`src/rtl/vga_timing_gen_if.sv`:
```
// Video timing bundle: run/hold enable towards the generator, pixel
// position, syncs and strobes back to the pixel pipeline.
interface vga_timing_gen_if #(
  parameter int CNT_W = 10
);
  logic             enable;
  logic             pix_stb;
  logic [CNT_W-1:0] pos_x;
  logic [CNT_W-1:0] pos_y;
  logic             hsync;
  logic             vsync;
  logic             display_on;
  logic             line_start;
  logic             frame_start;

  modport master (
    input  enable,
    output pix_stb, pos_x, pos_y, hsync, vsync, display_on,
           line_start, frame_start
  );

  modport slave (
    output enable,
    input  pix_stb, pos_x, pos_y, hsync, vsync, display_on,
           line_start, frame_start
  );
endinterface

```
`src/rtl/vga_timing_gen.sv`:
```
// Parametrised video timing generator: pixel-clock divider, x/y raster
// counters and a pix_stb-clocked delay pipe on sync/display_on.
module vga_timing_gen #(
  parameter int H_VISIBLE  = 640,
  parameter int H_FRONT    = 16,
  parameter int H_SYNC     = 96,
  parameter int H_BACK     = 48,
  parameter int V_VISIBLE  = 480,
  parameter int V_FRONT    = 10,
  parameter int V_SYNC     = 2,
  parameter int V_BACK     = 33,
  parameter int H_SYNC_POL = 0,
  parameter int V_SYNC_POL = 0,
  parameter int CLK_DIV    = 1,
  parameter int PIPE_DELAY = 1,
  parameter int CNT_W      = 10
) (
  input  logic             clk,
  input  logic             reset,
  vga_timing_gen_if.master vid
);

  localparam int H_TOTAL = H_VISIBLE + H_FRONT + H_SYNC + H_BACK;
  localparam int V_TOTAL = V_VISIBLE + V_FRONT + V_SYNC + V_BACK;
  localparam int DIV_W   = (CLK_DIV > 1) ? $clog2(CLK_DIV) : 1;

  localparam logic [DIV_W-1:0] DIV_LAST = DIV_W'(CLK_DIV - 1);
  localparam logic [CNT_W-1:0] H_LAST   = CNT_W'(H_TOTAL - 1);
  localparam logic [CNT_W-1:0] V_LAST   = CNT_W'(V_TOTAL - 1);

  // One extra bit so that region ends equal to 2^CNT_W still compare correctly.
  localparam logic [CNT_W:0] H_VIS_END = (CNT_W+1)'(H_VISIBLE);
  localparam logic [CNT_W:0] HS_BEG    = (CNT_W+1)'(H_VISIBLE + H_FRONT);
  localparam logic [CNT_W:0] HS_END    = (CNT_W+1)'(H_VISIBLE + H_FRONT + H_SYNC);
  localparam logic [CNT_W:0] V_VIS_END = (CNT_W+1)'(V_VISIBLE);
  localparam logic [CNT_W:0] VS_BEG    = (CNT_W+1)'(V_VISIBLE + V_FRONT);
  localparam logic [CNT_W:0] VS_END    = (CNT_W+1)'(V_VISIBLE + V_FRONT + V_SYNC);

  localparam logic HS_ACT = (H_SYNC_POL != 0);
  localparam logic VS_ACT = (V_SYNC_POL != 0);

  logic [DIV_W-1:0] r_div;
  logic [CNT_W-1:0] r_pos_x;
  logic [CNT_W-1:0] r_pos_y;

  logic             w_div_last;
  logic             w_pix_stb;
  logic             w_x_last;
  logic             w_y_last;
  logic [CNT_W:0]   w_x_ext;
  logic [CNT_W:0]   w_y_ext;
  logic             w_hs_raw;
  logic             w_vs_raw;
  logic             w_de_raw;
  logic             w_hs_lvl;
  logic             w_vs_lvl;
  logic             w_line_start;

  // Strobe is forced low during reset even though CLK_DIV=1 makes the
  // divider compare permanently true.
  assign w_div_last = (r_div == DIV_LAST);
  assign w_pix_stb  = vid.enable & reset & w_div_last;

  always_ff @(posedge clk or negedge reset) begin
    if (!reset) begin
      r_div <= '0;
    end else if (vid.enable) begin
      r_div <= w_div_last ? '0 : r_div + 1'b1;
    end
  end

  assign w_x_last = (r_pos_x == H_LAST);
  assign w_y_last = (r_pos_y == V_LAST);

  always_ff @(posedge clk or negedge reset) begin
    if (!reset) begin
      r_pos_x <= '0;
      r_pos_y <= '0;
    end else if (w_pix_stb) begin
      if (w_x_last) begin
        r_pos_x <= '0;
        r_pos_y <= w_y_last ? '0 : r_pos_y + 1'b1;
      end else begin
        r_pos_x <= r_pos_x + 1'b1;
      end
    end
  end

  assign w_x_ext  = {1'b0, r_pos_x};
  assign w_y_ext  = {1'b0, r_pos_y};
  assign w_hs_raw = (w_x_ext >= HS_BEG) && (w_x_ext < HS_END);
  assign w_vs_raw = (w_y_ext >= VS_BEG) && (w_y_ext < VS_END);
  assign w_de_raw = (w_x_ext < H_VIS_END) && (w_y_ext < V_VIS_END);

  // Polarity is applied before the pipe so reset can preload inactive levels.
  assign w_hs_lvl = w_hs_raw ? HS_ACT : ~HS_ACT;
  assign w_vs_lvl = w_vs_raw ? VS_ACT : ~VS_ACT;

  generate
    if (PIPE_DELAY == 0) begin : g_no_pipe
      assign vid.hsync      = w_hs_lvl;
      assign vid.vsync      = w_vs_lvl;
      assign vid.display_on = w_de_raw;
    end else begin : g_pipe
      logic [PIPE_DELAY-1:0] r_hs_pipe;
      logic [PIPE_DELAY-1:0] r_vs_pipe;
      logic [PIPE_DELAY-1:0] r_de_pipe;
      logic [PIPE_DELAY:0]   w_hs_shift;
      logic [PIPE_DELAY:0]   w_vs_shift;
      logic [PIPE_DELAY:0]   w_de_shift;

      // Stage 0 takes the current raw value; the oldest stage drives the port.
      assign w_hs_shift = {r_hs_pipe, w_hs_lvl};
      assign w_vs_shift = {r_vs_pipe, w_vs_lvl};
      assign w_de_shift = {r_de_pipe, w_de_raw};

      always_ff @(posedge clk or negedge reset) begin
        if (!reset) begin
          r_hs_pipe <= {PIPE_DELAY{~HS_ACT}};
          r_vs_pipe <= {PIPE_DELAY{~VS_ACT}};
          r_de_pipe <= '0;
        end else if (w_pix_stb) begin
          r_hs_pipe <= w_hs_shift[PIPE_DELAY-1:0];
          r_vs_pipe <= w_vs_shift[PIPE_DELAY-1:0];
          r_de_pipe <= w_de_shift[PIPE_DELAY-1:0];
        end
      end

      assign vid.hsync      = r_hs_pipe[PIPE_DELAY-1];
      assign vid.vsync      = r_vs_pipe[PIPE_DELAY-1];
      assign vid.display_on = r_de_pipe[PIPE_DELAY-1];
    end
  endgenerate

  assign w_line_start    = w_pix_stb & (r_pos_x == '0);
  assign vid.pix_stb     = w_pix_stb;
  assign vid.pos_x       = r_pos_x;
  assign vid.pos_y       = r_pos_y;
  assign vid.line_start  = w_line_start;
  assign vid.frame_start = w_line_start & (r_pos_y == '0);

endmodule
```
`src/flat_wrapper.sv`:
```
// flat-port wrapper written by rule: the top's interface ports become plain ports
module vga_timing_gen_flat 
#(
  parameter int H_VISIBLE  = 640,
  parameter int H_FRONT    = 16,
  parameter int H_SYNC     = 96,
  parameter int H_BACK     = 48,
  parameter int V_VISIBLE  = 480,
  parameter int V_FRONT    = 10,
  parameter int V_SYNC     = 2,
  parameter int V_BACK     = 33,
  parameter int H_SYNC_POL = 0,
  parameter int V_SYNC_POL = 0,
  parameter int CLK_DIV    = 1,
  parameter int PIPE_DELAY = 1,
  parameter int CNT_W      = 10
)
  (clk, reset, vid_enable, vid_pix_stb, vid_pos_x, vid_pos_y, vid_hsync, vid_vsync, vid_display_on, vid_line_start, vid_frame_start);
  vga_timing_gen_if #(.CNT_W(CNT_W)) vid_i ();
  input  logic clk;
  input  logic reset;
  input wire logic [$bits(vid_i.enable)-1:0] vid_enable;
  output wire logic [$bits(vid_i.pix_stb)-1:0] vid_pix_stb;
  output wire logic [$bits(vid_i.pos_x)-1:0] vid_pos_x;
  output wire logic [$bits(vid_i.pos_y)-1:0] vid_pos_y;
  output wire logic [$bits(vid_i.hsync)-1:0] vid_hsync;
  output wire logic [$bits(vid_i.vsync)-1:0] vid_vsync;
  output wire logic [$bits(vid_i.display_on)-1:0] vid_display_on;
  output wire logic [$bits(vid_i.line_start)-1:0] vid_line_start;
  output wire logic [$bits(vid_i.frame_start)-1:0] vid_frame_start;
  assign vid_i.enable = vid_enable;
  assign vid_pix_stb = vid_i.pix_stb;
  assign vid_pos_x = vid_i.pos_x;
  assign vid_pos_y = vid_i.pos_y;
  assign vid_hsync = vid_i.hsync;
  assign vid_vsync = vid_i.vsync;
  assign vid_display_on = vid_i.display_on;
  assign vid_line_start = vid_i.line_start;
  assign vid_frame_start = vid_i.frame_start;
  vga_timing_gen #(.H_VISIBLE(H_VISIBLE), .H_FRONT(H_FRONT), .H_SYNC(H_SYNC), .H_BACK(H_BACK), .V_VISIBLE(V_VISIBLE), .V_FRONT(V_FRONT), .V_SYNC(V_SYNC), .V_BACK(V_BACK), .H_SYNC_POL(H_SYNC_POL), .V_SYNC_POL(V_SYNC_POL), .CLK_DIV(CLK_DIV), .PIPE_DELAY(PIPE_DELAY), .CNT_W(CNT_W)) u_core (.clk(clk), .reset(reset), .vid(vid_i));
endmodule
```
`config.mk`:
```
export PLATFORM = sky130hd
export DESIGN_NAME = vga_timing_gen_flat
export DESIGN_NICKNAME = d
export VERILOG_FILES = /design/src/rtl/vga_timing_gen_if.sv /design/src/rtl/vga_timing_gen.sv /design/src/flat_wrapper.sv
export SDC_FILE = /design/constraint.sdc
export NUM_CORES = 1
export LEC_CHECK = 0
export ABC_AREA = 1
export ABC_CLOCK_PERIOD_IN_PS = 3270
export CORE_UTILIZATION = 45
export DETAILED_ROUTE_END_ITERATION = 16
export MAX_ROUTING_LAYER = met4
export PLACE_DENSITY = 0.7
export SYNTH_ARGS = -nofsm -noshare
export SYNTH_HDL_FRONTEND = slang
export SYNTH_SLANG_ARGS = --single-unit
export TNS_END_PERCENT = 50
```
`constraint.sdc`:
```
create_clock -name clk -period 3.27 [get_ports clk]
set_input_delay 0.327 -clock clk [delete_from_list [all_inputs] [get_ports clk]]
set_output_delay 0.327 -clock clk [all_outputs]
set_load 0.01 [all_outputs]
```
Word level (Yosys, flattened, before mapping). Index checks and enable logic that the tools add are counted.

Add/sub/neg operators: 3. $lt $le $gt $ge: 6. Bitwise gates (word level): 5. Muxes and demuxes: 5. Equal/unequal tests: 2. Reductions and logical operators: 6.

Operators with widths (number): 10-bit by 1-bit adder with 10-bit output (second input constant) (2); 10-bit == test (second input constant) (2); 10-bit logical NOT (2); 10-bit < comparator (second input constant) (2); 10-bit by 9-bit < comparator with 1-bit output (second input constant) (2); 10-bit 2-to-1 mux (2); 10-bit >= comparator (second input constant) (1); 10-bit by 9-bit >= comparator with 1-bit output (second input constant) (1); 1-bit AND (4); 1-bit logical AND (3); 1-bit 2-to-1 mux (3); 2-bit AND reduction (1); 1-bit adder (second input constant) (1); 1-bit inverter (1).

Output and inout bits: 26. Register bits after elaboration: 24. Logic and storage cells: 33. Input bits: 3.

Logic depth before layout (Yosys ltp). Gate-level depths: netlist (run 1).

Depth in word-level cells: 4. Depth in mapped cells: 9. Depth with buffers taken out: 9.

Worst setup path after synthesis (run 1). OpenSTA, ideal clock, no wires.

Path type: register -> output. Start point: register u_core.r_pos_y[2] (netlist: u_core.vid.pos_y[2]). End point: output vid_frame_start. Buffers on the path: 1. Data required time: 2.943 ns. Cell stages (with the launch flop): 5. Slack: 1.850 ns. Data arrival time: 1.093 ns. Cell sequence: dfrtp_1 > buf_2 > nor3_1 > nand4_1 > nor3_1.

Word-level cells in the longest chain between the ends: 2.

Ends and longest elaborated chain: start: declaration (line vga_timing_gen.sv:44) `logic [CNT_W-1:0] r_pos_y;`; start signal: assignment (line vga_timing_gen.sv:82) `r_pos_y <= w_y_last ? '0 : r_pos_y + 1'b1;`; 10-bit logical NOT (line vga_timing_gen.sv:140) `assign vid.frame_start = w_line_start & (r_pos_y == '0);`; 1-bit AND (line vga_timing_gen.sv:140); end: declaration (line flat_wrapper.sv:30) `output wire logic [$bits(vid_i.frame_start)-1:0] vid_frame_start;`.

Every way passes these cells.

Final worst setup path (run 1).
Start point: input reset. End point: output vid_frame_start.

Word-level cells in the longest chain between the ends: 4.

Ends and longest elaborated chain: start: declaration (line flat_wrapper.sv:21) `input logic reset;`; 1-bit AND (2 in a row) (line vga_timing_gen.sv:62) `assign w_pix_stb = vid.enable & reset & w_div_last;`; 1-bit AND (line vga_timing_gen.sv:135) `assign w_line_start = w_pix_stb & (r_pos_x == '0);`; 1-bit AND (line vga_timing_gen.sv:140).

Every way passes these cells.

==> flow_summary.json, run 1 <==
{
  "status": "complete, but fails checks",
  "violations": "DRC",
  "hold_path_class": "input pin to asynchronous set/reset pin",
  "die_area_sq_mm": 0.00332,
  "synth_seq_cells": 23,
  "dp_hpwl_microns": 2340,
  "cp.buffers_inverters": 2,
  "clk_path_buf_depth": 2,
  "clk_pin_slew_worst_paths_ns": 0.14,
  "die_h_microns": 57.6,
  "htree_num_levels": 1,
  "crit_family": "buffers and inverters",
  "slew_headroom_pct": 79.7,
  "insertedDiodeCount": 0,
  "grtUsageTotal_pct": 21.3,
  "power_mw": 0.832,
  "synth_top_area_share_pct": 37.8,
  "slew_viol_final": 0,
  "seq_area_frac_synth_pct": 41.6,
  "r2r_setup_slack_ns": 1.75,
  "synthCells": 177,
  "cts_buffers": 3,
  "cp-start-kind": "input pin",
  "cts_num_sinks": 23,
  "ant_nets": 0,
  "arrival_ns": 2.04,
  "worstPathMaxFanout": 7,
  "hold_viol_final": 0,
  "holdBufCountCts": 0,
  "cpMaxStageDelayCell": "clkdlybuf4s50_1",
  "floorplan.initialDensity_pct": 48.7,
  "clk_latency_ns": 0.33,
  "p_per_area_mw_per_mm2": 480,
  "grt_max_degree": 24,
  "synth_nets": 184,
  "drive_above_1_share_pct": 12.0,
  "endpoint_kind": "output port",
  "synth_edf_count": 0,
  "power_frac_comb_pct": 34.4,
  "grt_pass1_vias": 1115,
  "fin_crit_ns": 2.36,
  "critPathRequiredTime_ns": 2.94,
  "synth_warnings": 0,
  "first_iter_violations": 37,
  "final_common_cell": "nand2_1",
  "core_sq_mm": 0.00285,
  "reg2reg_depth": 7,
  "area_growth_pct": 24.8,
  "cp_cell_sequence": "clkdlybuf4s50_1, nand2_4, nor3_1, nand3_1, nor3_1, clkdlybuf4s50_1",
  "intPower_mw": 0.511,
  "r2r-end": "u_core.vid.pos_y[1]",
  "period_share_pct": 72.3,
  "synth_cell_types": 29,
  "grt_pass1_wl_microns": 5220,
  "p_sw_mw": 0.320,
  "vias": 1231,
  "vias_per_cell": 5.15,
  "synth_largest_area_cell": "dfrtp_1",
  "seqPwrFrac_pct": 48.4,
  "synth_area_leaders": "dfrtp_1, nand2_1, nand3_1",
  "p_sw_share_pct": 38.5,
  "finalWirelength_microns": 3190,
  "critPathKind": "input pin to output port",
  "synth.cell_area_sq_mm": 0.00139,
  "ys_async_sr_fraction_pct": 100,
  "seq_area_sq_um": 578,
  "cts_root_buf": "clkbuf_4",
  "fin_tns_setup_ns": 0,
  "num_rows": 19,
  "p_clk_share_pct": 17.2,
  "multiInputGateArea_sq_um": 709,
  "drc": 2,
  "drt-wirelength-per-cell_microns": 13.4,
  "antenna_found_initial": 0,
  "p_leak_nw": 0.813,
  "grt_overflow": 0,
  "fin_nets": 216,
  "ios": 29,
  "final_cell_mix": "nand2_1, clkdlybuf4s50_1, inv_1, dfrtp_1, nor2_1",
  "setup-violations-final": 0,
  "first_pass_iters": 11,
  "gp_congestion": 0.895,
  "cts_setup_buffers": 0,
  "syn_avg_cell_area_sq_um": 7.85,
  "ys.flop_type": "dfrtp_1",
  "r2r_start": "u_core.vid.pos_y[0]",
  "rsz0062_at_grt": "no",
  "cts-resized-gates": 0,
  "fin_skew_ns": 0.00478,
  "fp.dieW_microns": 57.6,
  "ir_drop_v": 0.000290,
  "fmax_mhz": 423,
  "fillers": 264,
  "tightest_slew_ns": 0.304,
  "slowest_delay_ns": 0.56,
  "cts_tree": "done",
  "cap_violations": 0,
  "numPortBuffers": 28
}
## metrics by stage
step	cells	worst slack, ns	utilization, %	hold WS [ns]	area (sq um)
after floorplan	177	1.85	-	0.0314	1390
after global placement	235	0.925	59.8	0.498	1710
after detailed placement	235	0.905	59.8	0.482	1710
after CTS	239	0.902	60.8	0.490	1730
after global routing	239	0.786	60.8	0.487	1730
final	239	0.906	60.8	0.479	1730
## layer usage
layer  share of wire (%)  GRT usage (%)  up-vias
met3                 2.2           2.04        4
met5                   0              -        -
li1                    -              -      631
met1                  54           31.0      576
met4                 1.1           8.36        0
met2                  43           30.2       20
## final cells by class
class	instances	share of cell area, %
Timing Repair Buffer	29	16.6
Inverter	24	5.34
Tap cell	31	2.24
Clock inverter	1	0.289
Sequential cell	23	33.3
Multi-Input combinational cell	128	40.9
Clock buffer	3	1.30
## synthesized netlist by cell type (2+ instances only)
library cell	number
nand2_1	36
dfrtp_1	21
inv_1	21
nor2_1	20
nand3_1	18
o21ai_0	9
nand4_1	6
nor3_1	6
nor2_2	5
a21oi_1	4
ha_1	4
o21ai_2	3
xnor2_1	3
xor2_1	3
dfstp_2	2
nor2_4	2
or2_2	2
## worst reg2reg max path, stage by stage (launching register included)
cell,delay (ns)
dfrtp_1,0.44
inv_1,0.15
ha_1,0.20
inv_1,0.05
nor2_1,0.09
nand3_1,0.23
nand3_1,0.16
o21ai_0,0.10
## worst max path at each step
stage                                   start              end  cells past startpoint
after floorplan           u_core.vid.pos_y[2]  vid_frame_start                      4
after global placement                  reset  vid_frame_start                      6
after detailed placement                reset  vid_frame_start                      6
after CTS                               reset  vid_frame_start                      6
after global routing                    reset  vid_frame_start                      6
final                                   reset  vid_frame_start                      6
## registers in the layout, indices dropped and copies added (netlist names)
name / cells
u_core.vid.vsync: 1
u_core.vid.display_on: 1
u_core.vid.pos_x: 10
u_core.vid.pos_y: 10
u_core.vid.hsync: 1
## power by group through the flow
| stage | Combinational (mW) | Clock (mW) | Sequential (mW) |
|---|---|---|---|
| 6_report | 0.286 | 0.143 | 0.403 |
| 5_1_grt | 0.313 | 0.157 | 0.412 |
| 4_1_cts | 0.288 | 0.147 | 0.401 |
| 3_5_place_dp | 0.286 | 0 | 0.407 |
| 3_3_place_gp | 0.281 | 0 | 0.406 |
| 2_1_floorplan | 0.133 | 0 | 0.415 |
## logic make-up (layout without fill, tap and decap cells)
group           after synthesis  after routing  synth area share [%]
mux                           1              1                 0.720
buf+inv                      26             57                  7.38
xor+xnor                      6              6                  3.78
compound gates               17             17                  7.02
simple gates                100            100                  35.9
fa+ha+maj                     4              4                  3.60
flops                        23             23                  41.6
(Power assumes the default switching activity.)
==> run 2: changes to the inputs <==
- ABC_CLOCK_PERIOD_IN_PS: 3270 -> 2500
- clock period: 3.27 -> 2.5 ns (I/O delays scaled with it)
==> run 2 against run 1 <==
Against the previous run: the run still ends with DRC left; worst hold slack lost 0.087 ns; largest cell class unchanged; sequential power grew 32%; final area is the same; highest routed layer unchanged.
==> flow_summary.json, run 2 (same netlist as run 1, synthesis figures left out) <==
{
  "fin_tns_setup_ns": 0,
  "intPower_mw": 0.669,
  "final_common_cell": "nand2_1",
  "fin_skew_ns": 0.00796,
  "p_leak_nw": 0.813,
  "power_frac_comb_pct": 34.3,
  "status": "complete, but fails checks",
  "antenna_found_initial": 0,
  "cts_num_sinks": 23,
  "critPathKind": "flip-flop to output port",
  "clk_latency_ns": 0.33,
  "slowest_delay_ns": 0.56,
  "rsz0062_at_grt": "no",
  "critPathRequiredTime_ns": 2.25,
  "finalWirelength_microns": 3290,
  "grt_max_degree": 24,
  "slew_viol_final": 0,
  "clk_pin_slew_worst_paths_ns": 0.14,
  "postPlaceCellArea_sq_mm": 0.00171,
  "ir_drop_v": 0.000428,
  "die_h_microns": 57.6,
  "numPortBuffers": 28,
  "first_pass_iters": 13,
  "p_sw_mw": 0.425,
  "hold_viol_final": 0,
  "p_per_area_mw_per_mm2": 631,
  "htree_num_levels": 1,
  "seqPwrFrac_pct": 48.4,
  "hold_path_class": "input pin to asynchronous set/reset pin",
  "drive_above_1_share_pct": 12.0,
  "area_growth_pct": 24.8,
  "crit_family": "simple AND/OR/NAND/NOR gates",
  "setup-violations-final": 0,
  "fmax_mhz": 450,
  "grt_pass1_wl_microns": 5620,
  "fillers": 255,
  "p_sw_share_pct": 38.8,
  "worstPathMaxFanout": 8,
  "drc": 1,
  "cap_violations": 0,
  "p_clk_share_pct": 17.3,
  "ios": 29,
  "tightest_slew_ns": 0.303,
  "dp_hpwl_microns": 2450,
  "clk_path_buf_depth": 2,
  "insertedDiodeCount": 0,
  "grt_pass1_vias": 1288,
  "cts_tree": "done",
  "drt-wirelength-per-cell_microns": 13.7,
  "die_area_sq_mm": 0.00332,
  "arrival_ns": 1.97,
  "cp_cell_sequence": "nor2_1, and2_1, nand4_1, nor3_1, clkdlybuf4s50_1",
  "vias_per_cell": 5.28,
  "floorplan.initialDensity_pct": 48.7,
  "power_mw": 1.09,
  "slew_headroom_pct": 79.7,
  "violations": "DRC",
  "core_sq_mm": 0.00285,
  "num_rows": 19,
  "cpMaxStageDelayCell": "clkdlybuf4s50_1",
  "holdBufCountCts": 0,
  "design_area_sq_mm": 0.00173,
  "seq_area_sq_um": 578,
  "cts-resized-gates": 0,
  "gp_congestion": 0.887,
  "grtUsageTotal_pct": 22.8,
  "cp.buffers_inverters": 1,
  "cp-start-kind": "flip-flop",
  "final_cell_mix": "nand2_1, clkdlybuf4s50_1, inv_1, dfrtp_1, nor2_1",
  "endpoint_kind": "output port",
  "fin_nets": 216,
  "period_share_pct": 88.9,
  "fp.dieW_microns": 57.6,
  "cts_root_buf": "clkbuf_4",
  "first_iter_violations": 52,
  "multiInputGateArea_sq_um": 709,
  "ant_nets": 0,
  "grt_overflow": 0,
  "vias": 1263,
  "cts_setup_buffers": 0,
  "cts_buffers": 3,
  "fin_crit_ns": 2.22
}
## run 2: cell counts in the layout (fill, tap and decap cells not counted)
Identical to the previous run, type by type.
## run 2: power by group through the flow
stage | Combinational [mW] | Sequential, mW | Clock, mW
2_1_floorplan | 0.174 | 0.543 | 0
3_3_place_gp | 0.367 | 0.531 | 0
3_5_place_dp | 0.373 | 0.535 | 0
4_1_cts | 0.375 | 0.527 | 0.190
5_1_grt | 0.411 | 0.543 | 0.205
6_report | 0.375 | 0.530 | 0.189
## run 2: layout make-up
cell class              instances  share of cell area (%)
clock buffers                   3                    1.30
clock inverters                 1                   0.289
inverters                      24                    5.34
multi-input cells             128                    40.9
flip-flops and latches         23                    33.3
well taps                      31                    2.24
repair buffers                 29                    16.6
## run 2: worst paths after layout
| kind | to | slack (ns) | cells past startpoint | startpoint |
|---|---|---|---|---|
| max | vid_frame_start | 0.28 | 5 | u_core.vid.pos_y[4] |
| min | u_core.vid.display_on | 0.39 | 2 | reset |
| max reg2reg | u_core.vid.pos_y[1] | 0.99 | 7 | u_core.vid.pos_y[0] |
| min reg2reg | u_core.vid.display_on | 0.52 | 2 | u_core.vid.display_on |
| max in group asynchronous | u_core.vid.vsync | 1.82 | 2 | reset |
| min in group clk | u_core.vid.display_on | 0.52 | 2 | u_core.vid.display_on |
## run 2: metal layers
metal  vias up  wire length (microns)  track usage (%)
li1        634                      -                -
met4         0                     53             11.1
met5         -                      0                -
met3         6                    117             3.17
met1       593                   1660             30.4
met2        30                   1450             34.1
## run 2: metrics by stage
stage	hold WS (ns)	util [%]	instances	setup WS, ns
2_1_floorplan	-0.0456	-	177	1.13
3_3_place_gp	0.497	59.8	235	0.304
3_5_place_dp	0.486	59.8	235	0.292
4_1_cts	0.412	60.8	239	0.254
5_1_grt	0.411	60.8	239	0.167
6_report	0.392	60.8	239	0.278
==> run 3: changes to the inputs <==
- CELL_PAD_IN_SITES_DETAIL_PLACEMENT: default -> 0
- CELL_PAD_IN_SITES_GLOBAL_PLACEMENT: default -> 1
- DONT_BUFFER_PORTS: default -> 1
- GPL_TIMING_DRIVEN: default -> 0
- PLACE_DENSITY: 0.7 -> 0.75
==> run 3 against run 2 <==
Against the previous run: the flow still finishes with violations (DRC); core utilization shrank 8.7 points; via count down 6.2%; sequential share of layout area is 5.6 points higher; register-to-register slack worse by 0.04 ns; sequential power grew 5.7%; non-clock buffer count shrank 25; combinational power is 43% lower; sequential cell count stayed put; worst hold slack lost 0.20 ns; setup slack better by 0.35 ns; highest routed layer unchanged.
==> flow_summary.json, run 3 (same netlist as run 1, synthesis figures left out) <==
{
  "hold_viol_final": 0,
  "status": "complete, but fails checks",
  "fin_tns_setup_ns": 0,
  "p_clk_share_pct": 18.9,
  "critPathKind": "flip-flop to output port",
  "seqPwrFrac_pct": 58.7,
  "holdBufCountCts": 2,
  "vias": 1185,
  "drive_above_1_share_pct": 14.8,
  "finalWirelength_microns": 2970,
  "cts_num_sinks": 23,
  "clk_path_buf_depth": 2,
  "die_h_microns": 57.6,
  "dp_hpwl_microns": 2270,
  "cap_violations": 0,
  "ant_nets": 0,
  "pre_cts_slack_ns": 0.961,
  "hold-worst-slack_ns": 0.188,
  "setup-violations-final": 0,
  "slowest_delay_ns": 0.48,
  "p_sw_share_pct": 40.6,
  "hold_path_class": "input pin to flip-flop",
  "fp.dieW_microns": 57.6,
  "area_growth_pct": 6.93,
  "grt_pass1_wl_microns": 5220,
  "fin_crit_ns": 1.87,
  "finalWorstSetupSlack_ns": 0.626,
  "arrival_ns": 1.62,
  "drc": 3,
  "grt_max_degree": 24,
  "cts-resized-gates": 0,
  "fin_nets": 191,
  "insertedDiodeCount": 0,
  "htree_num_levels": 1,
  "rsz0062_at_grt": "no",
  "violations": "DRC",
  "cts_tree": "done",
  "clk_latency_ns": 0.32,
  "power_frac_comb_pct": 22.4,
  "ir_drop_v": 0.000275,
  "die_area_sq_mm": 0.00332,
  "core_sq_mm": 0.00285,
  "antenna_found_initial": 0,
  "critPathRequiredTime_ns": 2.25,
  "grt_pass1_vias": 1166,
  "clk_pin_slew_worst_paths_ns": 0.14,
  "ios": 29,
  "vias_per_cell": 5.54,
  "cts_setup_buffers": 0,
  "cts_buffers": 3,
  "cpMaxStageDelayCell": "dfrtp_1",
  "fin_skew_ns": 0.0128,
  "tightest_slew_ns": 0.427,
  "gp_congestion": 0.816,
  "intPower_mw": 0.567,
  "drt-wirelength-per-cell_microns": 13.9,
  "period_share_pct": 75.0,
  "first_iter_violations": 57,
  "num_rows": 19,
  "worstPathMaxFanout": 5,
  "cp_cell_sequence": "inv_1, nand2_1, inv_1, nand3_1, nor3_1",
  "endpoint_kind": "output port",
  "final_cell_mix": "nand2_1, inv_1, dfrtp_1",
  "p_sw_mw": 0.388,
  "fillers": 304,
  "critPathMostFrequentCell": "inv_1",
  "numPortBuffers": 0,
  "fmax_mhz": 534,
  "cp-start-kind": "flip-flop",
  "p_per_area_mw_per_mm2": 642,
  "slew_viol_final": 0,
  "first_pass_iters": 10,
  "floorplan.initialDensity_pct": 48.7,
  "grt_overflow": 0,
  "p_leak_nw": 0.725,
  "final_common_cell": "nand2_1",
  "slew_headroom_pct": 71.3,
  "grtUsageTotal_pct": 21.2,
  "cts_root_buf": "clkbuf_4"
}
-- run 3: cell count changes in the layout (fill, tap and decap cells not counted), sizes merged --
| cell | delta |
|---|---|
| buf | +1 |
| dlygate4sd3 | +1 |
| clkdlybuf4s50 | -28 |
| clkbuf | +1 |
-- run 3: layer usage --
metal | vias up | global-route usage, % | part of all wire, %
met5 | - | - | 0
met4 | 0 | 10.5 | 1.3
met3 | 4 | 3.40 | 5.2
met2 | 37 | 35.2 | 51
met1 | 564 | 24.7 | 43
li1 | 580 | - | -
-- run 3: final timing paths --
kind,start,end,slack (ns),cells past startpoint
setup / recovery,u_core.vid.pos_x[4],vid_frame_start,0.63,5
hold / removal,reset,u_core.vid.display_on,0.19,3
setup reg to reg,u_core.vid.pos_x[0],u_core.vid.pos_x[3],0.95,8
hold reg to reg,u_core.vid.hsync,u_core.vid.hsync,0.54,2
max in group asynchronous,reset,u_core.vid.vsync,1.92,2
min in group asynchronous,reset,u_core.vid.pos_x[4],0.34,2
-- run 3: cell type report --
cell class              count  area [sq um]  share of cell area [%]
multi-input cells         128           709                    47.7
flip-flops and latches     23           578                    38.9
inverters                  24          92.6                    6.23
well taps                  31          38.8                    2.61
repair buffers              2          30.0                    2.02
clock buffers               3          22.5                    1.52
plain buffers               2          10.0                   0.673
clock inverters             1          5.00                   0.337
-- run 3: metrics by stage --
stage | cells | util, % | area [sq um] | total power, mW
floorplan | 177 | - | 1390 | 0.717
detailed placement | 208 | 50.1 | 1430 | 0.769
global route | 214 | 52.1 | 1490 | 1.03
global placement | 208 | 50.1 | 1430 | 0.764
finish | 214 | 52.1 | 1490 | 0.955
CTS | 214 | 52.1 | 1490 | 0.965
-- run 3: power groups by stage --
stage | logic (mW) | clock network, mW | registers, mW
final | 0.214 | 0.180 | 0.560
after global placement | 0.200 | 0 | 0.565
after CTS | 0.216 | 0.189 | 0.561
after floorplan | 0.174 | 0 | 0.543
after global routing | 0.250 | 0.200 | 0.575
after detailed placement | 0.202 | 0 | 0.568
-- run 3: worst max-delay path, delay by kind of cell (launching register included) --
| kind | cells | cell delay, ns |
|---|---|---|
| flops | 1 | 0.48 |
| buf+inv | 2 | 0.26 |
| simple gates | 3 | 0.57 |
